File: src/rtl/regfile_32x32.sv
// ============================================================================
// Module      : regfile_32x32
// Description : 2**AW x DW register file with two combinational read ports,
//               one write port, hard-wired zero at address 0 and a write
//               counter. Optional write-through bypass under the
//               REGFILE_WRITE_BYPASS_EN macro.
// Revision    : 1.0 - initial release
// ============================================================================
`default_nettype none

module regfile_32x32 #(
    parameter int DW = 32,
    parameter int AW = 5
) (
    input  logic          Clk,
    input  logic          Clrn,
    input  logic [AW-1:0] Rna,
    input  logic [AW-1:0] Rnb,
    input  logic [AW-1:0] Wn,
    input  logic [DW-1:0] D,
    input  logic          We,
    output logic [DW-1:0] Qa,
    output logic [DW-1:0] Qb,
    output logic [7:0]    Wcnt
);

    localparam int c_depth = 1 << AW;

    logic          w_wr_en;
    logic [DW-1:0] w_regs [0:c_depth-1];
    logic [7:0]    r_wcnt;
    logic [DW-1:0] w_qa;
    logic [DW-1:0] w_qb;

    assign w_wr_en = We && (Wn != '0);

    // Entry 0 has no storage; it is a constant zero in the read mux.
    assign w_regs[0] = '0;

    for (genvar gi = 1; gi < c_depth; gi++) begin : g_reg
        logic [DW-1:0] r_q;

        always_ff @(posedge Clk or negedge Clrn) begin
            if (!Clrn) begin
                r_q <= '0;
            end else if (w_wr_en && (Wn == AW'(gi))) begin
                r_q <= D;
            end
        end

        assign w_regs[gi] = r_q;
    end

    always_ff @(posedge Clk or negedge Clrn) begin
        if (!Clrn) begin
            r_wcnt <= 8'd0;
        end else if (w_wr_en) begin
            r_wcnt <= r_wcnt + 8'd1;
        end
    end

    always_comb begin
        w_qa = w_regs[Rna];
        w_qb = w_regs[Rnb];
`ifdef REGFILE_WRITE_BYPASS_EN
        // w_wr_en already excludes address 0, so the zero register is never bypassed.
        if (w_wr_en && (Rna == Wn)) begin
            w_qa = D;
        end
        if (w_wr_en && (Rnb == Wn)) begin
            w_qb = D;
        end
`endif
        if (!Clrn) begin
            w_qa = '0;
            w_qb = '0;
        end
    end

    assign Qa   = w_qa;
    assign Qb   = w_qb;
    assign Wcnt = r_wcnt;

endmodule

`default_nettype wire

File: config.mk
export PLATFORM = sky130hd
export DESIGN_NAME = regfile_32x32
export DESIGN_NICKNAME = d
export VERILOG_FILES = /design/src/rtl/regfile_32x32.sv
export SDC_FILE = /design/constraint.sdc
export NUM_CORES = 2
export LEC_CHECK = 0
export CAP_MARGIN = 20
export CORE_ASPECT_RATIO = 0.8
export CORE_MARGIN = 2
export CORE_UTILIZATION = 39
export CTS_CLUSTER_SIZE = 20
export DETAILED_ROUTE_END_ITERATION = 8
export HOLD_SLACK_MARGIN = 0.08
export SLEW_MARGIN = 20
export SYNTH_ARGS = -nofsm -noshare
export SYNTH_HDL_FRONTEND = slang
export SYNTH_SLANG_ARGS = --single-unit
File: constraint.sdc
create_clock -name Clk -period 1.9 [get_ports Clk]
set_clock_uncertainty 0.15 [all_clocks]
set_input_delay 0.19 -clock Clk [delete_from_list [all_inputs] [get_ports Clk]]
set_output_delay 0.19 -clock Clk [all_outputs]
set_load 0.005 [all_outputs]
==> impl_results.md <==
* Via-to-Cell Ratio at about 6.0
* Post-synth top cells: mux2_2, dfrtp_1, mux2i_1
* Antenna Nets Post-Route at 0
* Drt pass-1 iters at 6
* Pwr/cell area at about 980 nW/um^2
* Relative slew slack at about a third
* Worst-path maximum fanout at 2
* Leak at around 31 nW
* Placed inst area at ~64000 sq um
* CTS clk-pin slew, worst paths at about 60 ps
* Initial antenna violation count at 4
* Dpl ws at -1410 ps
* # IOs at between 100 and 150
* Critical Path RT at roughly 1600 ps
* Final Hold Vio Count at 0
* Final setup viols at 64
* Mapped Area at approximately 54000 sq um
* Busiest layer in global routing: met2
* Nets at between 4k and 5k
* Area fraction of the dominant cell type after synthesis at ~46%
* Layout Area Growth over Synthesis at 26.2%
* Largest net degree at the start of global routing at 150
* Max-cap violations at 0
* Crit end category: output port
* Hold WS at 142 ps
* Met2 GRT Util at between 40% and 50%
* Initial DRC count at roughly 4.3k
* Sequential share of the synthesized area at a little under half
* Area of the core at between 100000 and 150000 sq um
* Crit path DAT at approximately 2700 ps
* FMAX at ~330 MHz
* Met3 GRT Util at 5.39%
* Slew of the pin with the lowest slew margin at roughly 1000 ps
* Floorplan row count at between 100 and 150
* Status: complete, but fails checks
* H-tree depth at 3
* Num Clock Sinks at 1000
* Die area at 142000 sq um
* TNS Setup at -42960 ps
* Post-Syn Instances at between 4k and 5k
* Most common cell in the netlist: mux2_2
* Initial core utilization at 39.2%
* Unique masters post-synth at 46
* Die W at between 400 and 500 um
* Root Buffer: clkbuf_16
* Ys Warns at 0
* Number of synthesized flops with an enable pin at 0
* Finished Layout Cells at 6720
* Failing checks: setup timing
* Yosys reg bits at roughly 1.0k
* Placed Cells at between 6k and 7k
* Routed WL per cell at about 30 um
* DRT Wirelength at around 200 mm
* Max-slew violation count at 0
* Grt total ovfl at 0
* Worst-Skew Late Latency at about 720 ps
* Top post-synthesis cells by area: dfrtp_1, mux2_2, mux2i_1
* CP Class: reg2out
* Most common flop cell mapped by yosys: dfrtp_1
* Worst setup SP type: flop
* TritonCTS clock tree: done
* Synth Area per Inst at ~13 sq um
* Min-delay worst type: in2async
* Post-DP HPWL at roughly 130 mm
* RSZ-0062 raised after global routing: true
* Met1 usage at between 40% and 50%
* Remaining DRCs at 0
* Yosys top cell by area: dfrtp_1
* Vias in the first global route at between 40k and 50k
* Syn Nets at between 4k and 5k
* Die Span Y at 337 um
* Via count at ~40k
* Port bufs at around 120
* Share of cells above drive strength 1 at around half
* GP Congestion at roughly 0.89
* First-pass GRT wire length at roughly 290 mm
* Finished Cell Area at about 68000 sq um
* CTS buffer count at between 100 and 150
* Global Route Usage Sum at 28.1%
* Post-route clock period utilization at 160%
* VDD IR-drop max at between 0.8 and 0.9 mV
* Final min period at 3040 ps
* Ys async rst share at between 90% and 100%
* Fin worst setup slack at -1140 ps
* CTS Buffer Depth at 3
==> layout by cell type, fill, tap and decap left out, types with 20 or more instances in the layout <==
cell type / count
a21oi_1: 85
a221o_1: 31
a221oi_1: 26
a22oi_1: 255
buf_12: 190
buf_2: 48
buf_4: 605
buf_6: 28
clkbuf_16: 110
clkbuf_8: 36
clkdlybuf4s50_1: 42
dfrtp_1: 999
mux2_2: 1030
mux2i_1: 639
mux4_2: 128
nand2_1: 70
nand3_1: 126
nor2_1: 30
nor2_4: 20
o211ai_1: 95
or3_1: 26
==> metal layers <==
metal  part of all wire, %  wire [um]
met2                    44      87100
met4                   3.9       7720
met5                     0          0
met3                   7.9      15900
met1                    45      89500
==> cell families after synthesis <==
| logic type | count (synthesis) | share of synthesized area [%] |
|---|---|---|
| mux | 1825 | 39.2 |
| flops | 1000 | 46.3 |
| compound gates | 546 | 7.29 |
| buf+inv | 435 | 3.90 |
| simple gates | 345 | 3.14 |
| xor+xnor | 7 | 0.113 |
| fa+ha+maj | 1 | 0.0232 |
==> layout make-up <==
cell class	instances	area, sq um
Timing Repair Buffer	936	9630
Clock buffer	159	3230
Fill cell	12000	69600
Sequential cell	1000	25000
Clock inverter	36	435
Inverter	1	3.75
Antenna cell	4	10.0
Multi-Input combinational cell	2724	27500
Tap cell	1860	2330
==> critical path: stages, from the launching register on <==
cell and delay (ps):
dfrtp_1 360, mux4_2 250, nor2_1 40, or3_1 300
o211ai_1 690, buf_4 240, buf_6 90
==> sequential cells by signal (all words and copies together) (netlist names) <==
register,count
g.r_q,992
Wcnt,8
==> path summary, 6_finish.rpt <==
check                                   from           endpoint  slack, ps  cells after the start
min                                     Clrn   g_reg[2].r_q[30]        140                      4
min in group Clk                        D[3]    g_reg[9].r_q[3]        260                      3
max in group asynchronous               Clrn   g_reg[7].r_q[12]        110                      4
min reg2reg                g_reg[10].r_q[30]  g_reg[10].r_q[30]        370                      1
max                         g_reg[13].r_q[0]              Qa[0]      -1140                      6
max reg2reg                          Wcnt[0]            Wcnt[1]        580                      3
==> through the flow <==
| step | total power, mW | util (%) |
|---|---|---|
| CTS | 66.5 | 49.3 |
| global route | 69.4 | 49.5 |
| finish | 66.6 | 49.5 |
| global placement | 43.7 | 46.5 |
| detailed placement | 44.2 | 46.5 |
| floorplan | 37.1 | - |
==> power breakdown <==
group,internal [mW],leakage (nW),switching [mW]
registers,25.5,12.8,3.00
clock network,12.8,1.83,9.28
logic,9.17,16.7,6.80
==> repair_timing <==
item,CTS,global route
hold buffers,5,0
setup buffers,37,11
resized for setup,323,40
gates cloned,0,2
endpoints found under the setup margin,72,230
pin swaps,107,56
endpoints found under the hold margin,700,0
Power figures use the tool's default switching activity.
